===== config.mk =====
export PLATFORM = sky130hd
export DESIGN_NAME = tlc_actuated
export DESIGN_NICKNAME = d
export VERILOG_FILES = /design/src/rtl/tlc_pkg.sv /design/src/rtl/tlc_tick_gen.sv /design/src/rtl/tlc_actuated.sv
export SDC_FILE = /design/constraint.sdc
export NUM_CORES = 1
export LEC_CHECK = 0
export CAP_MARGIN = 20
export CORE_MARGIN = 2
export CORE_UTILIZATION = 39
export CTS_BUF_LIST = sky130_fd_sc_hd__clkbuf_4
export DETAILED_ROUTE_END_ITERATION = 8
export PLACE_DENSITY = 0.67
export SLEW_MARGIN = 15
export SYNTH_ARGS = -nofsm -noshare
export SYNTH_HDL_FRONTEND = slang
export SYNTH_SLANG_ARGS = --single-unit

===== constraint.sdc =====
create_clock -name clk -period 2.3 [get_ports clk]
set_input_delay 0.345 -clock clk [delete_from_list [all_inputs] [get_ports clk]]
set_output_delay 0.345 -clock clk [all_outputs]
set_load 0.01 [all_outputs]

===== src/rtl/tlc_pkg.sv =====
// rtl/tlc_pkg.sv - state encoding and lamp constants shared by the tlc_actuated slice
package tlc_pkg;

  // Codes 6 and 7 are unused; the FSM steers them back to MG.
  typedef enum logic [2:0] {
    MG  = 3'd0,
    MY  = 3'd1,
    AR1 = 3'd2,
    SG  = 3'd3,
    SY  = 3'd4,
    AR2 = 3'd5
  } tlc_state_e;

  // One-hot lamp drive {R,Y,G}
  localparam logic [2:0] LAMP_RED = 3'b100;
  localparam logic [2:0] LAMP_YEL = 3'b010;
  localparam logic [2:0] LAMP_GRN = 3'b001;

endpackage


===== src/rtl/tlc_tick_gen.sv =====
// rtl/tlc_tick_gen.sv - clock prescaler producing a one-cycle tick per second
// Ports:
//   clk, rst_n : clock and async active-low reset
//   clr        : synchronous clear of the prescaler (state change)
//   tick       : high while the prescaler sits on its last count
module tlc_tick_gen #(
  parameter int CLK_PER_SEC = 1000
) (
  input  logic clk,
  input  logic rst_n,
  input  logic clr,
  output logic tick
);

  localparam int CNT_W = (CLK_PER_SEC > 1) ? $clog2(CLK_PER_SEC) : 1;
  localparam logic [CNT_W-1:0] CNT_MAX = CNT_W'(CLK_PER_SEC - 1);

  logic [CNT_W-1:0] cnt_q;
  logic [CNT_W-1:0] cnt_d;

  always_comb begin
    cnt_d = cnt_q + CNT_W'(1);
    if (clr || (cnt_q == CNT_MAX)) begin
      cnt_d = '0;
    end
  end

  always_ff @(posedge clk or negedge rst_n) begin
    if (!rst_n) begin
      cnt_q <= '0;
    end else begin
      cnt_q <= cnt_d;
    end
  end

  // Decoded from the register only, so tick never depends on clr.
  assign tick = (cnt_q == CNT_MAX);

endmodule


===== src/rtl/tlc_actuated.sv =====
// rtl/tlc_actuated.sv - sensor-actuated two-road traffic light controller with preemption
// Ports:
//   clk, rst_n       : clock and async active-low reset
//   sensor           : side-road vehicle detect (async level)
//   preempt          : emergency request for main-road green (async level)
//   main_road_light  : main lamps {R,Y,G}
//   side_road_light  : side lamps {R,Y,G}
//   state_o          : current state code
//   second           : whole seconds spent in the current state
//   side_req         : latched side-road request
module tlc_actuated
  import tlc_pkg::*;
#(
  parameter int CLK_PER_SEC    = 1000,
  parameter int TIMER_W        = 8,
  parameter int MAIN_MIN_GREEN = 10,
  parameter int YELLOW_TIME    = 3,
  parameter int ALL_RED_TIME   = 1,
  parameter int SIDE_MIN_GREEN = 5,
  parameter int SIDE_MAX_GREEN = 20
) (
  input  logic               clk,
  input  logic               rst_n,
  input  logic               sensor,
  input  logic               preempt,
  output logic [2:0]         main_road_light,
  output logic [2:0]         side_road_light,
  output logic [2:0]         state_o,
  output logic [TIMER_W-1:0] second,
  output logic               side_req
);

  localparam int DUR_LIMIT = 2 ** TIMER_W;

  if (CLK_PER_SEC < 1 ||
      MAIN_MIN_GREEN < 1 || MAIN_MIN_GREEN >= DUR_LIMIT ||
      YELLOW_TIME    < 1 || YELLOW_TIME    >= DUR_LIMIT ||
      ALL_RED_TIME   < 1 || ALL_RED_TIME   >= DUR_LIMIT ||
      SIDE_MIN_GREEN < 1 || SIDE_MIN_GREEN >= DUR_LIMIT ||
      SIDE_MAX_GREEN < 1 || SIDE_MAX_GREEN >= DUR_LIMIT ||
      SIDE_MIN_GREEN > SIDE_MAX_GREEN) begin : g_param_err
    $error("tlc_actuated: illegal parameter set");
  end

  // "Last second" values: a duration D expires on the tick where second = D-1.
  localparam logic [TIMER_W-1:0] MAIN_MIN_LAST = TIMER_W'(MAIN_MIN_GREEN - 1);
  localparam logic [TIMER_W-1:0] YEL_LAST      = TIMER_W'(YELLOW_TIME - 1);
  localparam logic [TIMER_W-1:0] AR_LAST       = TIMER_W'(ALL_RED_TIME - 1);
  localparam logic [TIMER_W-1:0] SIDE_MIN_LAST = TIMER_W'(SIDE_MIN_GREEN - 1);
  localparam logic [TIMER_W-1:0] SIDE_MAX_LAST = TIMER_W'(SIDE_MAX_GREEN - 1);
  localparam logic [TIMER_W-1:0] SEC_SAT       = '1;

  tlc_state_e         state_q, state_d;
  logic [TIMER_W-1:0] second_q, second_d;
  logic               side_req_q, side_req_d;
  logic               sensor_m_q, sensor_m_d, sensor_s_q, sensor_s_d;
  logic               preempt_m_q, preempt_m_d, preempt_s_q, preempt_s_d;
  logic               state_chg;
  logic               tick;

  tlc_tick_gen #(
    .CLK_PER_SEC (CLK_PER_SEC)
  ) u_tick_gen (
    .clk   (clk),
    .rst_n (rst_n),
    .clr   (state_chg),
    .tick  (tick)
  );

  // Next-state; preempt in SG is checked first so it beats gap-out and max-out.
  always_comb begin
    state_d = state_q;
    case (state_q)
      MG:  if (tick && side_req_q && !preempt_s_q && (second_q >= MAIN_MIN_LAST)) state_d = MY;
      MY:  if (tick && (second_q == YEL_LAST)) state_d = AR1;
      AR1: if (tick && (second_q == AR_LAST)) state_d = preempt_s_q ? MG : SG;
      SG: begin
        if (preempt_s_q) begin
          state_d = SY;
        end else if (tick && ((second_q == SIDE_MAX_LAST) ||
                              ((second_q >= SIDE_MIN_LAST) && !sensor_s_q))) begin
          state_d = SY;
        end
      end
      SY:  if (tick && (second_q == YEL_LAST)) state_d = AR2;
      AR2: if (tick && (second_q == AR_LAST)) state_d = MG;
      default: state_d = MG;
    endcase
  end

  assign state_chg = (state_d != state_q);

  always_comb begin
    sensor_m_d  = sensor;
    sensor_s_d  = sensor_m_q;
    preempt_m_d = preempt;
    preempt_s_d = preempt_m_q;

    second_d = second_q;
    if (state_chg) begin
      second_d = '0;
    end else if (tick && (second_q != SEC_SAT)) begin
      second_d = second_q + TIMER_W'(1);
    end

    // Entering SG consumes the request even if the sensor is still high;
    // otherwise a detect latches it in any state but SG.
    side_req_d = side_req_q;
    if ((state_d == SG) && (state_q != SG)) begin
      side_req_d = 1'b0;
    end else if (sensor_s_q && (state_q != SG)) begin
      side_req_d = 1'b1;
    end
  end

  always_ff @(posedge clk or negedge rst_n) begin
    if (!rst_n) begin
      state_q     <= MG;
      second_q    <= '0;
      side_req_q  <= 1'b0;
      sensor_m_q  <= 1'b0;
      sensor_s_q  <= 1'b0;
      preempt_m_q <= 1'b0;
      preempt_s_q <= 1'b0;
    end else begin
      state_q     <= state_d;
      second_q    <= second_d;
      side_req_q  <= side_req_d;
      sensor_m_q  <= sensor_m_d;
      sensor_s_q  <= sensor_s_d;
      preempt_m_q <= preempt_m_d;
      preempt_s_q <= preempt_s_d;
    end
  end

  // Lamp decode from the state register only; unknown codes show all-red.
  always_comb begin
    main_road_light = LAMP_RED;
    side_road_light = LAMP_RED;
    case (state_q)
      MG:      main_road_light = LAMP_GRN;
      MY:      main_road_light = LAMP_YEL;
      SG:      side_road_light = LAMP_GRN;
      SY:      side_road_light = LAMP_YEL;
      default: ;
    endcase
  end

  assign state_o  = state_q;
  assign second   = second_q;
  assign side_req = side_req_q;

endmodule

Word-level counts from Yosys, hierarchy flattened
Index checks and enable logic that the tools add are counted.
Storage, ports and cells
  input bits: 4
  bits in registers: 26
  output and inout bits: 18
Operators by class
  magnitude comparators: 2
  reduce and logical (&&, ||, !) cells: 18
  add/sub/neg operators: 2
  equal/unequal tests: 12
  multiplexer cells: 16
Operators with widths (number)
  3-bit 2-to-1 mux: 7
  3-bit case mux with 6 select lines: 1
  8-bit 2-to-1 mux: 2
  3-bit case mux with 2 select lines: 2
  10-bit by 1-bit adder with 10-bit output (second input constant): 1
  10-bit equality test (second input constant): 1
  1-bit logical AND: 10
  10-bit 2-to-1 mux: 1
  3-bit by 2-bit equality test with 1-bit output (second input constant): 3
  8-bit by 1-bit adder with 8-bit output (second input constant): 1
  8-bit by 2-bit equality test with 1-bit output (second input constant): 1
  8-bit by 5-bit equality test with 1-bit output (second input constant): 1
  8-bit by 3-bit greater-or-equal comparator with 1-bit output (second input constant): 1
  8-bit by 4-bit greater-or-equal comparator with 1-bit output (second input constant): 1
  8-bit zero test: 1
  8-bit != test (second input constant): 1
  3-bit equality test (second input constant): 2
  2-bit nonzero test: 2
  3-bit by 1-bit equality test with 1-bit output (second input constant): 1
  3-bit zero test: 1
  3-bit by 2-bit != test with 1-bit output (second input constant): 1
  3-bit != test: 1
  1-bit zero test: 2
  1-bit logical OR: 2
  other kinds (2): 3

Logic depth before layout (Yosys ltp)
Gate-level depths: netlist of the first run.
  depth in word-level cells: 10
  gate-level depth with buffers: 7

Cells and area by module
A second synthesis of the first run with hierarchy kept.
Unflattened totals
  cells, all modules: 163
  area total of the unflattened synthesis: 1590.3 µm²
By module, submodules not included
  tlc_actuated: sequential area each 400.4 µm², cells an instance 112, times used 1, area an instance 1057.3 µm²
  tlc_tick_gen: sequential area each 250.2 µm², cells an instance 51, times used 1, area an instance 533.0 µm²

Worst setup path after synthesis of the first run
OpenSTA, ideal clock, no wires.
  kind: reg-to-reg
  from: register second_q[0], in the netlist second[0]
  to: register second_q[0], in the netlist second[0]
  required time: 2199 ps
  slack: 324 ps
  data arrival time: 1875 ps
  cell stages (with the launch flop): 7
  cell sequence: dfrtp_1 > inv_1 > ha_1 > and4_1 > o311ai_0 > nand2_1 > nor4_1
On the way
  longest elaborated chain between the ends: 9
  elaborated cells on any way between the ends: 26
  classes of those cells: 1 x add/sub; 2 x order compare; 4 x eq/ne; 10 x mux; 9 x reduce/logical
RTL lines
  from (decl): RTL line tlc_actuated.sv:54  | logic [TIMER_W-1:0] second_q, second_d;
  from (signal assigned): RTL line tlc_actuated.sv:127  | second_q <= second_d;
  8-bit by 3-bit greater-or-equal comparator with 1-bit output: RTL line tlc_actuated.sv:81  | ((second_q >= SIDE_MIN_LAST) && !sensor_s_q))) begin
  1-bit logical AND: RTL line tlc_actuated.sv:81
  1-bit logical OR: RTL line tlc_actuated.sv:80  | end else if (tick && ((second_q == SIDE_MAX_LAST) ||
  1-bit logical AND: RTL line tlc_actuated.sv:80
  3-bit 2-to-1 mux: RTL line tlc_actuated.sv:80
  3-bit 2-to-1 mux: RTL line tlc_actuated.sv:78  | if (preempt_s_q) begin
  3-bit case mux with 6 select lines: RTL line tlc_actuated.sv:73  | case (state_q)
  3-bit != test: RTL line tlc_actuated.sv:91  | assign state_chg = (state_d != state_q);
  8-bit 2-to-1 mux / 2-bit nonzero test (equally long branches)
Several ways; a longest one is shown, not always the timed one. The select of a mux whose other input is x is not followed.
A chain may end at the register's enable or synchronous reset.

Worst setup path after layout of the first run
  from: register state_q[1], in the netlist state_o[1]
  to: output port main_road_light[1]
On the way
  longest elaborated chain between the ends: 2
  elaborated cells on any way between the ends: 3
  classes of those cells: 1 x eq/ne; 1 x mux; 1 x reduce/logical
RTL lines
  from (decl): RTL line tlc_actuated.sv:53  | tlc_state_e state_q, state_d;
  from (signal assigned): RTL line tlc_actuated.sv:126  | state_q <= state_d;
  3-bit by 1-bit equality test with 1-bit output / 3-bit zero test (equally long branches): RTL line tlc_actuated.sv:140  | case (state_q)
  3-bit case mux with 2 select lines (*): RTL line tlc_actuated.sv:140
  to (decl): RTL line tlc_actuated.sv:26  | output logic [2:0] main_road_light,
Mark *: on every way between the ends. The rest lies on a longest branch, timed or not.

==> impl_metrics.ini, run 1 <==
[route]
vias = 1286
antenna_left = 0
firstDrtPassIters = 4
drt-initial-drc-count = 58
wl_mm = 3.339
drc = 0
detail_route.wl_per_cell_um = 14.09
routed_via_density = 5.426

[global_route]
grt_pass1_vias = 1258
grt_first_pass_wirelength_mm = 5.589
track_usage = 0.1644
grt_overflow_total = 0
grt_max_degree = 27
antenna_found_initial = 0

[final_layout]
instances_no_fill = 237
n_antenna_cell = 0
final_area_sq_um = 1884
drive_above_1_share = 0.1429
fillers = 341
fin_nets = 200
syn2layout_area_growth_pct = 26.13
final_util = 0.5147

[cts]
root_buffer = clkbuf_4
ctsHoldBuffers = 0
htree_num_levels = 1
clock-sinks = 26
clk_pin_slew_worst_paths_ns = 0.14
numCtsBuffers = 3
tritoncts = done
insertion_delay_ns = 0.32
cts_buffer_depth = 2

[critical_path]
criticalPathCategory = flop to primary output
arrival_ns = 1.84
path_cells = buf_4, or2_2, nor2_1, clkdlybuf4s50_1
end_kind = primary output
max_stage_delay_ns = 0.55
required_ns = 1.96
start_kind = flop
slowest_stage = clkdlybuf4s50_1
worst-path-max-fanout = 14

[status]
status = completed

[timing]
slew_viol_final = 0
finalSetupViolCount = 0
period_share = 0.9486
skew_ns = 0.006019
period_needed_ns = 2.182
slew_headroom = 0.7257
tns_ns = 0
hold_viol = 0
tightest_slew_ns = 0.4071
fmax_mhz = 458.4

[floorplan]
fp.dieH_um = 65.89
die_width_um = 65.89
initial_core_util = 0.4081
io_pins = 22
die_area_sq_um = 4341
coreArea_sq_um = 3661
num_rows = 22

[yosys]
syn_nets = 169
postSynth.asyncResetShare = 1.000
synth_flop_cell = dfrtp_1
synth_cells = 159
seq_area_frac_synth = 0.4355
synth.cell_area_sq_um = 1494
synthTopCellsByArea = dfrtp_1, ha_1, nor2_1
syn_avg_cell_area_sq_um = 9.396
yosys_warnings = 0
synth-edff-count = 0
synth.distinct_cells = 43
synth.top_cell.area_share = 0.4355
ys_ff_latch = 26
synth_area_leader_cell = dfrtp_1

[power_and_ir_drop]
p_leak_nw = 0.8168
max-vdd-ir-drop_v = 0.0003583
power.density_nw_per_um2 = 422.5
power_mw = 0.7962

[placed_design]
hpwl_mm = 2.439
place_area_sq_um = 1812
gp_congestion = 0.8705
placedCellCount = 232
io_buffers = 21

[hold_path]
min_path_type = input pin to async pin

[job]
maxCapViolCount = 0
-- Yosys cell counts (6+ instances only) --
| cell | instances |
|---|---|
| xnor2_1 | 6 |
| inv_1 | 7 |
| nand2_1 | 11 |
| nor3_1 | 6 |
| nand3_1 | 10 |
| nor2_1 | 19 |
| nand4_1 | 6 |
| xor2_1 | 8 |
| ha_1 | 6 |
| dfrtp_1 | 26 |
-- timing repair --
item	4_1_cts	5_1_grt
endpoints found under the hold margin	0	0
endpoints found under the setup margin	0	11
buffers inserted	0	1
gates resized for setup	0	4
-- power breakdown --
part	leakage, nW	internal [mW]	total [mW]	switching, mW
logic	0.456	0.00695	0.0179	0.0110
clock network	0.0279	0.176	0.315	0.139
registers	0.333	0.461	0.464	0.00285
-- metal layers --
layer	GRT usage	routed length, um	vias up
met1	0.2172	1501	606
li1	-	-	630
met4	0.06250	55	0
met3	0.02044	142	8
met5	0	0	-
met2	0.2740	1639	42
-- placed cells by master, fill, tap and decap left out, types with 2 or more instances in the layout --
master and instances:
a21o_1 2, nand2b_1 2, xor2_1 8, xnor2_1 6
nor3_1 6, ha_1 6, nand3_1 10, a31oi_1 2
inv_1 7, buf_4 10, nor2_1 19, nand4_1 6
a21oi_1 4, nor4_1 4, dfrtp_1 25, nand2_1 11
and4_1 2, clkbuf_4 3, clkdlybuf4s50_1 21, and3_1 3
o21ai_0 4, a31o_2 2, or2_2 2
-- critical path: cells and delay by family (launching register included) --
family / cells / cell delay (ns)
AND/OR/NAND/NOR: 2 / 0.39
flip-flops: 1 / 0.40
buffers and inverters: 2 / 0.73
-- metrics by stage --
stage	hold slack [ns]	setup WS, ns
floorplan	0.04941	0.3239
global placement	0.3347	0.2476
detailed placement	0.3404	0.1000
CTS	0.3727	0.01279
global route	0.3741	-0.01300
finish	0.3668	0.1183
-- kinds of logic after synthesis --
kind of cell,count (synthesis),share of synthesized area
and+or+nand+nor,76,0.2806
adders and majority gates,6,0.05025
buffers and inverters,12,0.03099
AOI/OAI and AO/OA,24,0.1139
muxes,1,0.006700
DFF,26,0.4355
xor gates and xnor gates,14,0.08208
-- final cells by class --
type | count | area [sq um] | area share
Clock buffer | 3 | 22.52 | 0.01195
Clock inverter | 1 | 30.03 | 0.01594
Inverter | 7 | 26.28 | 0.01394
Multi-Input combinational cell | 121 | 808.3 | 0.4290
Sequential cell | 26 | 651.9 | 0.3459
Tap cell | 48 | 60.06 | 0.03187
Timing Repair Buffer | 31 | 285.3 | 0.1514
-- registers in the layout, indices dropped and copies added (netlist names) --
| register | cells |
|---|---|
| preempt_m_q | 1 |
| second | 8 |
| state_o | 3 |
| side_req | 1 |
| sensor_m_q | 1 |
| sensor_s_q | 1 |
| preempt_s_q | 1 |
| u_tick_gen.cnt_q | 10 |
-- final timing paths --
kind                       cells past startpoint  slack (ns)               endpoint                  start
max                                            4        0.12     main_road_light[1]   state_o[1]$_DFF_PN0_
min                                            2        0.37  second[0]$_DFFE_PN0P_                  rst_n
max reg2reg                                    7        0.19  second[0]$_DFFE_PN0P_  second[0]$_DFFE_PN0P_
min reg2reg                                    0        0.37   sensor_s_q$_DFF_PN0_   sensor_m_q$_DFF_PN0_
max in group asynchronous                      2        1.67   state_o[2]$_DFF_PN0_                  rst_n
min in group clk                               0        0.37   sensor_s_q$_DFF_PN0_   sensor_m_q$_DFF_PN0_
No activity file was read; power rests on OpenSTA's default activity.
==> inputs of run 2 (changes only) <==
--- a/config.mk
+++ b/config.mk
@@ -5,12 +5,13 @@
 export SDC_FILE = /design/constraint.sdc
 export NUM_CORES = 1
 export LEC_CHECK = 0
+export ABC_AREA = 1
 export CAP_MARGIN = 20
 export CORE_MARGIN = 2
 export CORE_UTILIZATION = 39
 export CTS_BUF_LIST = sky130_fd_sc_hd__clkbuf_4
 export DETAILED_ROUTE_END_ITERATION = 8
-export PLACE_DENSITY = 0.67
+export PLACE_DENSITY = 0.66
 export SLEW_MARGIN = 15
 export SYNTH_ARGS = -nofsm -noshare
 export SYNTH_HDL_FRONTEND = slang
==> impl_metrics.ini, run 2 <==
[final_layout]
mostFrequentLayoutCells = inv_1, nor2_1, nand2_1
syn2layout_area_growth_pct = 20.67
largest_register_ffs = 10
fin_nets = 227
fillers = 396
regMostFlops = u_tick_gen.cnt_q
final_util = 0.4798
n_antenna_cell = 0
drive_above_1_share = 0.1667
instances_no_fill = 266
mostFrequentLayoutCell = inv_1

[placed_design]
placedCellCount = 262
dpl_worst_slack_ns = 0.4089
io_buffers = 21
gp_congestion = 0.8288
hpwl_mm = 2.170

[yosys]
synth_area_leader_cell = dfrtp_1
synth_top_family_by_area = simple AND/OR/NAND/NOR gates
synth-edff-count = 0
syn_nets = 201
seq_area_frac_synth = 0.4150
synth_compound_area_frac = 0.02554
synthTopCellsByArea = dfrtp_1, inv_1, nor2_1
synth.top_cell.area_share = 0.4150
postSynth.asyncResetShare = 1.000
synth_cells = 191
synthXorXnorAreaFrac = 0.07263
yosys_warnings = 0
synth.distinct_cells = 27
synthAdderAreaFrac = 0.04789
yosysMostFrequentCell = inv_1
synth_flop_cell = dfrtp_1
ys_ff_latch = 26
yosys-top-cells-count = inv_1, nor2_1, nand2_1, dfrtp_1, nor2_2
synth_simple_gate_area_frac = 0.3575
synthMuxAreaShare = 0
synth.cell_area_sq_um = 1568
syn_avg_cell_area_sq_um = 8.208

[timing]
tightest_slew_ns = 0.4127
fmax_mhz = 458.1
fin_ws_ns = 0.1169
period_share = 0.9492
slew_headroom = 0.7223
tns_ns = 0
finalSetupViolCount = 0
hold_viol = 0
skew_ns = 0.005085
slew_viol_final = 0
rsz0062_at_grt = no
period_needed_ns = 2.183

[critical_path]
arrival_ns = 1.84
path_buf_inv = 4
max_stage_delay_ns = 0.52
slowest_stage = clkdlybuf4s50_1
path_cells = inv_1, nand2_1, inv_1, or2_2, inv_1, clkdlybuf4s50_1
required_ns = 1.96
crit_family = buffers and inverters
crit_start = state_o[2]$_DFF_PN0_
criticalPathCategory = flop to primary output
critPathMostFrequentCell = inv_1
r2r-start = second[0]$_DFFE_PN0P_
start_kind = flop
end_kind = primary output
worst-path-max-fanout = 6

[route]
drc = 0
detail_route.wl_per_cell_um = 10.69
routed_via_density = 4.624
firstDrtPassIters = 4
drt-initial-drc-count = 68
wl_mm = 2.843
antenna_left = 0
vias = 1230

[job]
maxCapViolCount = 0

[global_route]
antenna_found_initial = 0
grt_overflow_total = 0
grt_max_degree = 27
grt_pass1_vias = 1103
grt_first_pass_wirelength_mm = 4.871
track_usage = 0.1404

[cts]
numCtsBuffers = 3
cts_setup_buffers = 0
cts_resized = 0
insertion_delay_ns = 0.32
root_buffer = clkbuf_4
ctsHoldBuffers = 0
cts_buffer_depth = 2
clk_pin_slew_worst_paths_ns = 0.15
clock-sinks = 26
htree_num_levels = 1
tritoncts = done

[floorplan]
die_area_sq_um = 4543
die_width_um = 67.40
fp.dieH_um = 67.40
coreArea_sq_um = 3943
num_rows = 23
initial_core_util = 0.3977
io_pins = 22

[power_and_ir_drop]
power.density_nw_per_um2 = 420.6
p_leak_nw = 0.9209
max-vdd-ir-drop_v = 0.0002817
power_mw = 0.7957

[status]
status = completed

[hold_path]
min_path_type = input pin to async pin
run 2: cell types whose count changed after synthesis, sizes merged, moves of 3 or more:
cell    previous run  this run
nor4               5         1
nand2             12        31
nand3             10        16
nor2              19        43
clkbuf             4         0
a21oi              5         2
inv                7        31
xnor2              6         2
xor2               8        11
run 2: report_power, final:
group / switching, mW / internal (mW) / total (mW)
combinational: 0.0114 / 0.00661 / 0.0180
clock: 0.140 / 0.176 / 0.316
sequential: 0.00128 / 0.461 / 0.462
total: 0.152 / 0.643 / 0.796
run 2: kinds of logic after synthesis:
family / after synthesis
xor+xnor: 13
buf+inv: 32
flops: 26
compound gates: 7
fa+ha+maj: 6
simple gates: 107
run 2: path summary, 6_finish.rpt:
kind	to	cells after the start	slack [ns]
min in group clk	sensor_s_q$_DFF_PN0_	0	0.37
hold / removal	second[6]$_DFFE_PN0P_	2	0.36
max in group asynchronous	state_o[1]$_DFF_PN0_	2	1.67
setup / recovery	main_road_light[2]	6	0.12
setup reg to reg	u_tick_gen.cnt_q[0]$_DFF_PN0_	12	0.43
hold reg to reg	sensor_s_q$_DFF_PN0_	0	0.37
run 2: worst register-to-register path, cell delays in order, from the launching register on:
cell and delay, ns:
dfrtp_1 0.47, inv_1 0.18, ha_1 0.17, nand2_1 0.05
nor2_1 0.21, nand2_2 0.07, nand2_1 0.05, nand3_1 0.07
nor2_2 0.10, nand2_2 0.08, nand2_4 0.08, nand3_4 0.17
nor2_2 0.12
run 2: layer usage:
layer | share of wire | GRT usage | routed length [um]
met1 | 0.51 | 0.2057 | 1463
met2 | 0.45 | 0.2129 | 1274
met3 | 0.026 | 0.01500 | 73
met4 | 0.011 | 0.05357 | 31
met5 | 0 | 0 | 0
run 2: area by class of cell:
class | instances | area, sq um | share of cell area
clock inverter | 1 | 30.03 | 0.01587
clock buffer | 3 | 22.52 | 0.01190
sequential | 26 | 653.1 | 0.3452
multi-input combinational | 133 | 789.5 | 0.4173
tap | 50 | 62.56 | 0.03307
timing repair buffer | 22 | 217.7 | 0.1151
inverter | 31 | 116.4 | 0.06151
run 2: stage by stage:
step | hold slack [ns] | area [sq um]
after detailed placement | 0.3347 | 1837
final | 0.3643 | 1892
after global placement | 0.3344 | 1837
after floorplan | 0.04941 | 1568
after global routing | 0.3802 | 1892
after CTS | 0.3681 | 1889
==> edit: new RTL, flow settings as in run 2 <==
`TIMER_W`: 8 -> 7.
--- a/src/rtl/tlc_actuated.sv
+++ b/src/rtl/tlc_actuated.sv
@@ -14,3 +14,3 @@
   parameter int CLK_PER_SEC    = 1000,
-  parameter int TIMER_W        = 8,
+  parameter int TIMER_W        = 7,
   parameter int MAIN_MIN_GREEN = 10,
Ports: changed (resized second); port bits go from 22 to 21. The function was not compared with the original's and may differ.
==> edit against run 2 <==
Synthesized cell count down 4.2%; sequential power down 4%; setup slack better by 0.086 ns; count of clock-buffer cells in the layout unchanged; sequential cell count down 1; final area down 5.5%; routed wire length down 3.5%; total power down 18%; utilization up 0.85 points; critical path depth down 3; synthesized area down 4.8%.
==> edit: results (changes against run 2) <==
[placed_design]
placed_area_mm2 = 0.00176  ; -4.2%
port_buffers = 20  ; -4.8%
dp_cells = 252  ; -3.8%

[yosys]
ys_seq_area_share_pct = 41.9  ; +0.41 points
synth_xor_area_share_pct = 7.04  ; -0.22 points
synthTopCellsByCount = nand2_1, dfrtp_1, nor2_1
netlist_instances = 183  ; -4.2%
synth_fa_ha_area_share_pct = 4.19  ; -0.60 points

[detailed_routing]
routed_via_density = 4.56  ; -1.3%
routedWlPerCell_um = 10.7  ; +0.29%
drtIter0Drc = 32  ; -53%
vias = 1168  ; -5.0%

[sta]
worst_slew_pin_slew_ns = 0.305  ; -0.108 ns
skew_ns = 0.00237  ; -0.00272 ns
min_period_ns = 2.10  ; -0.0861 ns
holdWs_ns = 0.369  ; +0.00462 ns

[worst_setup_path]
crit_start = state_o[0]
crit_arrival_ns = 1.75  ; -0.09 ns
cp-endpoint = side_road_light[0]
timing.rr.end = u_tick_gen.cnt_q[1]
reg2reg_depth = 13  ; +1

[final_layout]
layout.nets = 218  ; -4.0%

[grt]
grtUsageTotal_pct = 14.9  ; +0.82 points
grt_first_pass_wirelength_mm = 5.06  ; +4.0%

[power]
p_clk_share_pct = 29.6  ; -10 points
internal_power_mw = 0.514  ; -20%
p_leak_nw = 0.844  ; -8.3%
peakVddDrop_mv = 0.223  ; -21%
powerDensity_mw_per_mm2 = 367  ; -13%

[status]
status = finished clean

## edit: cell count changes in the layout (fill, tap and decap cells not counted), sizes merged, moves of 2 or more
cell | run 2 | this run
inv | 31 | 27
nand2 | 31 | 33
nor3 | 7 | 5
clkinv | 0 | 2
nand4 | 6 | 3
## edit: critical path, cell delays in order (launching register included)
cell,delay [ns]
dfrtp_1,0.48
inv_2,0.11
nor3_4,0.26
clkdlybuf4s50_1,0.59
## edit: final cells by class
type,instances,area (µm²)
Clock buffer,3,22.5
Clock inverter,1,5.00
Fill cell,349,1870
Inverter,28,105
Multi-Input combinational cell,130,762
Sequential cell,25,626
Tap cell,48,60.1
Timing Repair Buffer,21,208
## edit: kinds of logic after synthesis
family	after synthesis
flops	25
compound gates	8
buf+inv	28
xor+xnor	12
fa+ha+maj	5
simple gates	105
## edit: routing by layer
layer  vias up  global-route usage, %  part of all wire, %
met5         -                      0                    0
met4         0                   4.69                 0.98
met3         2                   2.04                  3.1
met2        17                   23.5                   47
met1       529                   21.0                   49
li1        620                      -                    -
